<file path="src/rtl/serial_frame_tx.sv">
// Parallel-to-serial framing transmitter: start bit, WIDTH data bits, then an idle gap,
// each bit held for CLKS_PER_BIT clocks. All outputs are registered.
module serial_frame_tx #(
    parameter int unsigned WIDTH        = 4,
    parameter int unsigned CLKS_PER_BIT = 1,
    parameter int unsigned MSB_FIRST    = 0,
    parameter int unsigned GAP_BITS     = 1
) (
    input  logic             i_clk,
    input  logic             i_rst,
    input  logic [WIDTH-1:0] i_data,
    input  logic             i_valid,
    output logic             o_ready,
    output logic             o_d,
    output logic             o_busy,
    output logic             o_done
);

    localparam int unsigned CycW   = (CLKS_PER_BIT > 1) ? $clog2(CLKS_PER_BIT) : 1;
    localparam int unsigned BitMax = (WIDTH > GAP_BITS) ? WIDTH : GAP_BITS;
    localparam int unsigned BitW   = (BitMax > 1) ? $clog2(BitMax) : 1;

    localparam logic [CycW-1:0] CycLast  = CycW'(CLKS_PER_BIT - 1);
    localparam logic [BitW-1:0] DataLast = BitW'(WIDTH - 1);
    localparam logic [BitW-1:0] GapLast  = BitW'((GAP_BITS > 0) ? GAP_BITS - 1 : 0);

    typedef enum logic [1:0] {StIdle, StStart, StData, StGap} state_e;

    state_e           state_q, state_d;
    logic [CycW-1:0]  cyc_q, cyc_d;
    logic [BitW-1:0]  bit_q, bit_d;
    logic [WIDTH-1:0] shreg_q, shreg_d;
    logic             d_q, d_d;
    logic             ready_q, ready_d;
    logic             busy_q, busy_d;
    logic             done_q, done_d;

    logic             cyc_last;
    logic [WIDTH-1:0] shreg_adv;

    assign cyc_last  = (cyc_q == CycLast);
    assign shreg_adv = (MSB_FIRST != 0) ? {shreg_q[WIDTH-2:0], 1'b0}
                                        : {1'b0, shreg_q[WIDTH-1:1]};

    always_ff @(posedge i_clk) begin
        if (i_rst) begin
            state_q <= StIdle;
            cyc_q   <= '0;
            bit_q   <= '0;
            shreg_q <= '0;
            d_q     <= 1'b0;
            ready_q <= 1'b0;
            busy_q  <= 1'b0;
            done_q  <= 1'b0;
        end else begin
            state_q <= state_d;
            cyc_q   <= cyc_d;
            bit_q   <= bit_d;
            shreg_q <= shreg_d;
            d_q     <= d_d;
            ready_q <= ready_d;
            busy_q  <= busy_d;
            done_q  <= done_d;
        end
    end

    // Transfers are gated by the registered ready so the first post-reset edge never captures.
    always_comb begin
        state_d = state_q;
        cyc_d   = cyc_q;
        bit_d   = bit_q;
        shreg_d = shreg_q;
        unique case (state_q)
            StIdle: begin
                if (i_valid && ready_q) begin
                    state_d = StStart;
                    shreg_d = i_data;
                    cyc_d   = '0;
                    bit_d   = '0;
                end
            end
            StStart: begin
                if (cyc_last) begin
                    state_d = StData;
                    cyc_d   = '0;
                end else begin
                    cyc_d = cyc_q + CycW'(1);
                end
            end
            StData: begin
                if (cyc_last) begin
                    cyc_d   = '0;
                    shreg_d = shreg_adv;
                    if (bit_q == DataLast) begin
                        bit_d   = '0;
                        state_d = (GAP_BITS > 0) ? StGap : StIdle;
                    end else begin
                        bit_d = bit_q + BitW'(1);
                    end
                end else begin
                    cyc_d = cyc_q + CycW'(1);
                end
            end
            StGap: begin
                if (cyc_last) begin
                    cyc_d = '0;
                    if (bit_q == GapLast) begin
                        bit_d   = '0;
                        state_d = StIdle;
                    end else begin
                        bit_d = bit_q + BitW'(1);
                    end
                end else begin
                    cyc_d = cyc_q + CycW'(1);
                end
            end
            default: state_d = StIdle;
        endcase
    end

    // Outputs are decoded from next-state values so the registers track the state exactly.
    always_comb begin
        d_d    = 1'b0;
        done_d = 1'b0;
        unique case (state_d)
            StStart: d_d = 1'b1;
            StData: begin
                d_d    = (MSB_FIRST != 0) ? shreg_d[WIDTH-1] : shreg_d[0];
                done_d = (bit_d == DataLast) && (cyc_d == CycLast);
            end
            default: d_d = 1'b0;
        endcase
        busy_d  = (state_d != StIdle);
        ready_d = (state_d == StIdle);
    end

    assign o_d     = d_q;
    assign o_ready = ready_q;
    assign o_busy  = busy_q;
    assign o_done  = done_q;

endmodule
</file>
<file path="config.mk">
export PLATFORM = sky130hd
export DESIGN_NAME = serial_frame_tx
export DESIGN_NICKNAME = d
export VERILOG_FILES = /design/src/rtl/serial_frame_tx.sv
export SDC_FILE = /design/constraint.sdc
export NUM_CORES = 1
export LEC_CHECK = 0
export ABC_AREA = 0
export CAP_MARGIN = 5
export CORE_ASPECT_RATIO = 1.5
export CORE_MARGIN = 4
export CORE_UTILIZATION = 33
export CTS_CLUSTER_SIZE = 40
export DETAILED_ROUTE_END_ITERATION = 10
export DONT_BUFFER_PORTS = 1
export GPL_ROUTABILITY_DRIVEN = 0
export GPL_TIMING_DRIVEN = 0
export PLACE_DENSITY = 0.5
export SYNTH_ARGS = -nofsm -noshare
export SYNTH_HDL_FRONTEND = slang
export SYNTH_SLANG_ARGS = --single-unit
</file>
<file path="constraint.sdc">
create_clock -name i_clk -period 2.7 [get_ports i_clk]
set_input_delay 0.54 -clock i_clk [delete_from_list [all_inputs] [get_ports i_clk]]
set_output_delay 0.54 -clock i_clk [all_outputs]
set_load 0.005 [all_outputs]
</file>
== Word level (Yosys, flattened, before mapping) ==
Index checks and enable logic that the tools add are counted.
Storage, ports and cells
  register bits: 13
  output and inout port bits: 4
  input port bits: 7
  logic and storage cells: 52
Operators by class
  mux-type cells: 20
  reductions and logical operators: 10
  $add $sub $neg: 2
  equal/unequal tests: 9
  bitwise operators: 2
Operators by type and width (count)
  $mux W2: 11
  $eq A2 B2 Y1 const B: 5
  $mux W4: 2
  $pmux W2 S4: 1
  $pmux W4 S2: 1
  $logic_not A2 Y1: 3
  $pmux W2 S3: 1
  $eq A2 B1 Y1 const B: 2
  $ne A2 B2 Y1 const B: 2
  $pmux W1 S2: 2
  $reduce_bool A2 Y1: 2
  $reduce_and A3 Y1: 1
  $reduce_or A3 Y1: 1
  $add A2 B1 Y2 const B: 1
  $logic_and A1 B1 Y1: 2
  $mux W1: 2
  $not A1 Y1: 2
  $reduce_or A2 Y1: 1
  $add A1 B1 Y1 const B: 1

== Logic depth before layout (Yosys ltp) ==
Gate-level depths: netlist (run 1).
  word-level depth: 7
  mapped depth: 6

== Least setup slack after synthesis (run 1) ==
OpenSTA, ideal clock, no wires.
  path type: in2reg
  start: input i_valid
  end: register d_q, in the netlist o_d
  setup slack: 1.265 ns
  cell stages on the path: 5
  setup time: 0.117 ns
  buffers on the path: 1
  arrival time: 1.317 ns
  path through: and4bb_1 > buf_6 > a21oi_1 > nor2b_1 > a32o_2
Between the ends
  word-level cells in the longest chain between the ends: 5
  elaborated cells between the ends (all ways): 8
  classes of those cells: 2 x eq/ne; 5 x mux; 1 x reduce/logical
RTL lines
  start: declaration: line 12  | input logic i_valid,
  $logic_and A1 B1 Y1 (*): line 75  | if (i_valid && ready_q) begin
  $mux W2: line 75
  $pmux W2 S4: line 73  | unique case (state_q)
  $eq A2 B2 Y1 / $eq A2 B1 Y1 (equally long branches): line 125  | unique case (state_d)
  $pmux W1 S2 (*): line 125
  end signal: assignment: line 51  | d_q <= 1'b0;
  end signal: assignment: line 60  | d_q <= d_d;
  end: declaration: line 33  | logic d_q, d_d;
Every way passes the cells marked *; elsewhere a longest branch is shown, timed or not. The select of a mux whose other input is x is not followed.
A chain may end at the register's enable or synchronous reset.

== Worst setup path in the final report (run 1) ==
  start: register bit_q[0]
  end: register busy_q, in the netlist o_busy
Between the ends
  word-level cells in the longest chain between the ends: 5
  elaborated cells between the ends (all ways): 8
  classes of those cells: 1 x eq/ne; 5 x mux; 2 x reduce/logical
RTL lines
  start: declaration: line 31  | logic [BitW-1:0] bit_q, bit_d;
  start signal: assignment: line 58  | bit_q <= bit_d;
  $eq A2 B2 Y1 / $logic_not A2 Y1 (equally long branches): line 94, 107
  $mux W2, on equally long branches: line 94, 107
  $mux W2, on equally long branches: line 91, 105
  $pmux W2 S4 (*): line 73
  $reduce_bool A2 Y1 (*): line 133  | busy_d = (state_d != StIdle);
  end signal: assignment: line 62  | busy_q <= busy_d;
  end: declaration: line 35  | logic busy_q, busy_d;
Every way passes the cells marked *; elsewhere a longest branch is shown, timed or not.

==> impl_metrics.tcl, run 1 <==
set metrics [dict create \
    clk_pin_slew_ns 0.08 \
    crit_start "bit_q[0]" \
    synth.area.top_cells "dfxtp_1 39%, ha_1 5.7%, a21oi_1 5.3%" \
    htreeDepth 1 \
    path_cells "inv_1, ha_1, and2b_2, o21ai_0, and2_1, a21oi_1" \
    fin_total_pwr_mw 0.3858 \
    outcome "complete, no violations" \
    clkSinkCount 13 \
    worstMarginPinSlew_ns 0.3295 \
    antenna_cells 0 \
    grt_pass1_wl_mm 2.104 \
    min_delay_path_depth 1 \
    layout.nets 81 \
    postCtsHoldBufs 0 \
    rows 19 \
    cpPeakStageDelay_ns 0.36 \
    antenna_found_initial 0 \
    routed_via_density 5.264 \
    hold_violations 0 \
    ys_seq_area_share_pct 39.47 \
    synth_top_area_share_pct 39.47 \
    power_frac_seq_pct 54.7 \
    critPathBufInv 1 \
    dieHeight_um 62.75 \
    synth_flop_cell "dfxtp_1" \
    hpwlAfterDp_um 927.6 \
    combPwrFrac_pct 14.0 \
    synth_area_per_cell_um2 9.991 \
    syn-num-nets 76 \
    drv_slew 0 \
    worstPathMaxFanout 6 \
    pwr_density_cell_nw_per_um2 541.9 \
    io_pins 11 \
    synth_common_cells "13 x dfxtp_1, 7 x a21oi_1, 6 x nor2_1" \
    sw_frac_of_total_pct 26.07 \
    vias 479 \
    worst-path-stages 6 \
    netlist_instances 66 \
    die_w_um 44.50 \
    yosysWarningCount 0 \
    ys_seq_elements 13 \
    p_int_mw 0.2852 \
    finalSetupTns_ns 0 \
    drt_iter0_markers 2 \
    cts-root-buf "clkbuf_4" \
    ir_worst_vdd_uv 249.2 \
    tritoncts "yes" \
    drtPass1Iterations 4 \
    min_path_type "in -> reg" \
    drv_cap 0 \
    die_area_um2 2792 \
    cp_slowest_cell "dfxtp_1" \
    hold_end "cyc_q" \
    coreArea_um2 1878 \
    netlist_area_um2 659.4 \
    setup_viol 0 \
    fin_crit_sh_pct 58.15 \
    syn_to_final_growth_pct 7.970 \
    reg2reg_slack_ns 1.13 \
    gr-total-overflow 0 \
    rsz0062_at_grt "false" \
    crit_type "reg -> reg" \
    r2r_start "bit_q[0]" \
    hold_start "i_valid" \
    drive_gt1_share_pct 20.00 \
    leakagePower_nw 0.2683 \
    startpoint_type "register" \
    max_freq_ghz 0.6369 \
    slew_headroom_pct 77.47 \
    rr_worst_depth 6 \
    finClkSkew_ns 0.002174 \
    cts_resized 0 \
    synth.most_common_cell "dfxtp_1" \
    synth.distinct_cells 27 \
    cts.path.max_buffers 2 \
    end_kind "register" \
    grtUsageTotal_pct 10.32 \
    fin_crit_ns 1.570 \
    antenna_left 0 \
    drcViolationCount 0 \
    pwr-share-clk_pct 31.3 \
    path_delay_family "simple AND/OR/NAND/NOR gates" \
    grt_max_degree 11 \
    post_drt_wl_per_cell_um 13.41 \
    grt_pass1_vias 486 \
    place_ws_ns 1.127 \
    switchingPower_mw 0.1006 \
    initial_core_util_pct 35.11 \
    worst_slack_ns 1.130 \
    cts_buffers 3 \
    async_reset_ff_share_pct 0 \
    numPortBuffers 0 \
    reg2reg_to "o_busy" \
    cts_setup_buffers 0 \
    synth_edf_count 0 \
    clock_latency_ns 0.27 \
    wl_mm 1.220 \
    worstPathRequired_ns 2.85 \
    cp.arrival_ns 1.72 \
    yosysTopAreaCell "dfxtp_1" \
]
per-stage QoR:
step	instances	instance area [µm²]	util [%]	hold slack (ns)
after floorplan	66	659.4	-	0.4360
after global placement	87	685.7	36.51	0.4496
after detailed placement	87	685.7	36.51	0.4552
after CTS	91	711.9	37.91	0.3365
after global routing	91	711.9	37.91	0.3189
final	91	711.9	37.91	0.3478
worst max path at each step:
stage	end	slack, ns
5_1_grt	o_busy	1.01
6_report	o_busy	1.13
3_5_place_dp	o_busy	1.13
2_1_floorplan	o_d	1.27
4_1_cts	o_busy	1.11
3_3_place_gp	o_busy	1.15
kinds of logic after synthesis:
group	after synthesis	synth area share [%]
AO/OA/AOI/OAI	16	20.11
adder cells (fa/ha/maj)	3	5.693
buffers and inverters	6	5.881
flip-flops	13	39.47
multiplexers	2	3.036
AND/OR/NAND/NOR	26	25.81
layout make-up:
type	instances	area [µm²]
fill	201	1166
tap	21	26.28
sequential	13	260.3
multi-input combinational	47	360.3
inverter	3	11.26
buffer	3	27.53
clock buffer	4	26.28
worst register-to-register path, delay by kind of cell, from the launching register on:
kind / cells / cell delay, ns
AOI/OAI and AO/OA: 2 / 0.36
adders and majority gates: 1 / 0.18
buffers and inverters: 1 / 0.12
DFF: 1 / 0.36
and+or+nand+nor: 2 / 0.43
flip-flops by register name (all words and copies together) (netlist names):
name	count
shreg_q	4
bit_q	2
state_q	2
cyc_q	1
o_busy	1
o_d	1
o_done	1
o_ready	1
power by group through the flow:
stage               sequential (mW)  clock (mW)  combinational (mW)
floorplan                     0.214           0              0.0465
global placement              0.216           0              0.0538
detailed placement            0.216           0              0.0550
CTS                           0.212       0.128              0.0551
global route                  0.213       0.142              0.0605
finish                        0.211       0.121              0.0541
per-layer routing:
| layer | share of wire, % | wire length [µm] | vias up | track usage (%) |
|---|---|---|---|---|
| met1 | 40 | 487 | 224 | 9.298 |
| met2 | 53 | 649 | 9 | 17.99 |
| li1 | - | - | 241 | - |
| met4 | 3.4 | 42 | 0 | 7.925 |
| met5 | 0 | 0 | - | 0 |
| met3 | 3.4 | 41 | 5 | 2.882 |
cell usage in the layout, fill, tap and decap left out, drive strengths merged, types with 2 or more instances in the layout:
master / Yosys / final
a21oi: 8 / 8
a22oi: 3 / 3
and2: 2 / 2
and2b: 2 / 2
buf: 3 / 3
clkbuf: 0 / 4
dfxtp: 13 / 13
ha: 3 / 3
inv: 3 / 3
mux2i: 2 / 2
nand2: 4 / 4
nor2: 6 / 6
nor2b: 3 / 3
nor3: 2 / 2
nor3b: 4 / 4
Power figures use the tool's default switching activity.
==> run 2, diff against run 1 <==
clock period = 1.6 ns   (was 2.7 ns; I/O delays follow)
==> run 2 against run 1 <==
  * Flip-flop and latch count did not move
  * Design area did not move
  * Clock skew did not move
  * Sequential share of layout area did not move
  * Largest cell class unchanged
  * Critical endpoint is now o_ready
  * Critical path depth did not move
  * Combinational power rose by 69%
  * Hold slack got worse by 0.22 ns
==> impl_metrics.tcl, run 2 (synthesis gave the netlist of run 1 again) <==
set metrics [dict create \
    outcome "complete, no violations" \
    switchingPower_mw 0.1698 \
    r2r_start "bit_q[0]" \
    worstMarginPinSlew_ns 0.3295 \
    worstPathRequired_ns 1.78 \
    drtPass1Iterations 4 \
    grt_max_degree 11 \
    antenna_left 0 \
    finalSetupTns_ns 0 \
    drv_cap 0 \
    sw_frac_of_total_pct 26.08 \
    crit_type "reg -> reg" \
    hold_start "i_valid" \
    combPwrFrac_pct 14.0 \
    syn_to_final_growth_pct 7.970 \
    hold_end "cyc_q" \
    cp.arrival_ns 1.66 \
    worstPathMaxFanout 6 \
    drcViolationCount 0 \
    rr_worst_depth 6 \
    hold_violations 0 \
    gr-total-overflow 0 \
    dieHeight_um 62.75 \
    reg2reg_slack_ns 0.12 \
    pwr-share-clk_pct 31.3 \
    wl_mm 1.220 \
    met1_length_um 487 \
    rsz0062_at_grt "false" \
    die_area_um2 2792 \
    ir_worst_vdd_uv 420.7 \
    clkSinkCount 13 \
    htreeDepth 1 \
    routed.top_layer "met4" \
    pwr_density_cell_nw_per_um2 914.6 \
    antenna_found_initial 0 \
    cp_common_cell "and2_1" \
    largestRegisters "shreg_q x4, bit_q x2, state_q x2" \
    min_path_type "in -> reg" \
    antenna_cells 0 \
    startpoint_type "register" \
    leakagePower_nw 0.2683 \
    drt_iter0_markers 2 \
    rows 19 \
    fin_crit_ns 1.480 \
    coreArea_um2 1878 \
    grt_pass1_wl_mm 2.104 \
    p_int_mw 0.4813 \
    layout.nets 81 \
    largest_reg_flops 4 \
    tritoncts "yes" \
    hpwlAfterDp_um 927.6 \
    wl_met3_um 41 \
    regMostFlops "shreg_q" \
    cpPeakStageDelay_ns 0.42 \
    cts.path.max_buffers 2 \
    cts_setup_buffers 0 \
    drive_gt1_share_pct 20.00 \
    max_freq_ghz 0.6756 \
    end_kind "register" \
    reg2reg_to "o_ready" \
    die_w_um 44.50 \
    setup_viol 0 \
    routed_via_density 5.264 \
    met2_length_um 649 \
    initial_core_util_pct 35.11 \
    post_drt_wl_per_cell_um 13.41 \
    crit_start "bit_q[0]" \
    layout_commonest_cell "dfxtp_1" \
    cts_buffers 3 \
    drv_slew 0 \
    layout_common_cells "13 x dfxtp_1, 7 x a21oi_1, 6 x nor2_1, 4 x nand2_1" \
    grt_pass1_vias 486 \
    slew_headroom_pct 77.47 \
    cts-root-buf "clkbuf_4" \
    numPortBuffers 0 \
    clk_pin_slew_ns 0.08 \
    cp_slowest_cell "dfxtp_1" \
    fin_crit_sh_pct 92.52 \
    power_frac_seq_pct 54.7 \
    path_cells "inv_1, ha_1, and2b_2, o21ai_1, and2_1, and2_1" \
    min_delay_path_depth 1 \
    grtUsageTotal_pct 10.32 \
    clock_latency_ns 0.27 \
    worst_slack_ns 0.1198 \
    finClkSkew_ns 0.002174 \
    place_ws_ns 0.02710 \
    io_pins 11 \
    vias 479 \
]
[run 2: cell count changes in the layout (fill, tap and decap cells not counted)]
cell / previous run / this run
o21ai_1: 0 / 1
o21ai_0: 1 / 0
[run 2: critical path: cells and delay by family, from the launching register on]
family | cells | cell delay, ns
simple gates | 3 | 0.53
flops | 1 | 0.42
fa+ha+maj | 1 | 0.22
buf+inv | 1 | 0.11
compound gates | 1 | 0.09
[run 2: how the worst max path moves through the flow]
stage	cells after the start	slack, ns	to
floorplan	6	0.21	o_d
global placement	6	0.05	o_busy
detailed placement	6	0.03	o_busy
CTS	6	0.01	o_busy
global route	6	0.02	o_busy
finish	6	0.12	o_ready
[run 2: area by class of cell]
class,count,area (µm²)
flip-flops and latches,13,260.3
multi-input cells,47,360.3
clock buffers,4,26.28
inverters,3,11.26
plain buffers,3,27.53
fillers,201,1166
well taps,21,26.28
[run 2: power by group through the flow]
stage               sequential (mW)  clock, mW  combinational (mW)
finish                        0.356      0.204              0.0913
global route                  0.359      0.239               0.102
CTS                           0.357      0.217              0.0930
detailed placement            0.365          0              0.0927
global placement              0.364          0              0.0909
floorplan                     0.360          0              0.0784
[run 2: metal layers]
metal | up-vias | global-route usage, %
met5 | - | 0
met4 | 0 | 7.925
met3 | 5 | 2.882
met2 | 9 | 17.99
met1 | 224 | 9.298
li1 | 241 | -
[run 2: through the flow]
stage | total power [mW] | instances | utilization, % | cell area, µm² | hold slack (ns)
after global routing | 0.6998 | 91 | 37.91 | 711.9 | 0.09887
final | 0.6511 | 91 | 37.91 | 711.9 | 0.1278
after global placement | 0.4552 | 87 | 36.51 | 685.7 | 0.4123
after detailed placement | 0.4574 | 87 | 36.51 | 685.7 | 0.4210
after CTS | 0.6667 | 91 | 37.91 | 711.9 | 0.1165
after floorplan | 0.4388 | 66 | - | 659.4 | 0.4107
[run 2: timing repair]
item                       4_1_cts  5_1_grt
hold buffers                     0        0
resized for setup                0        1
setup endpoints to repair        0        4
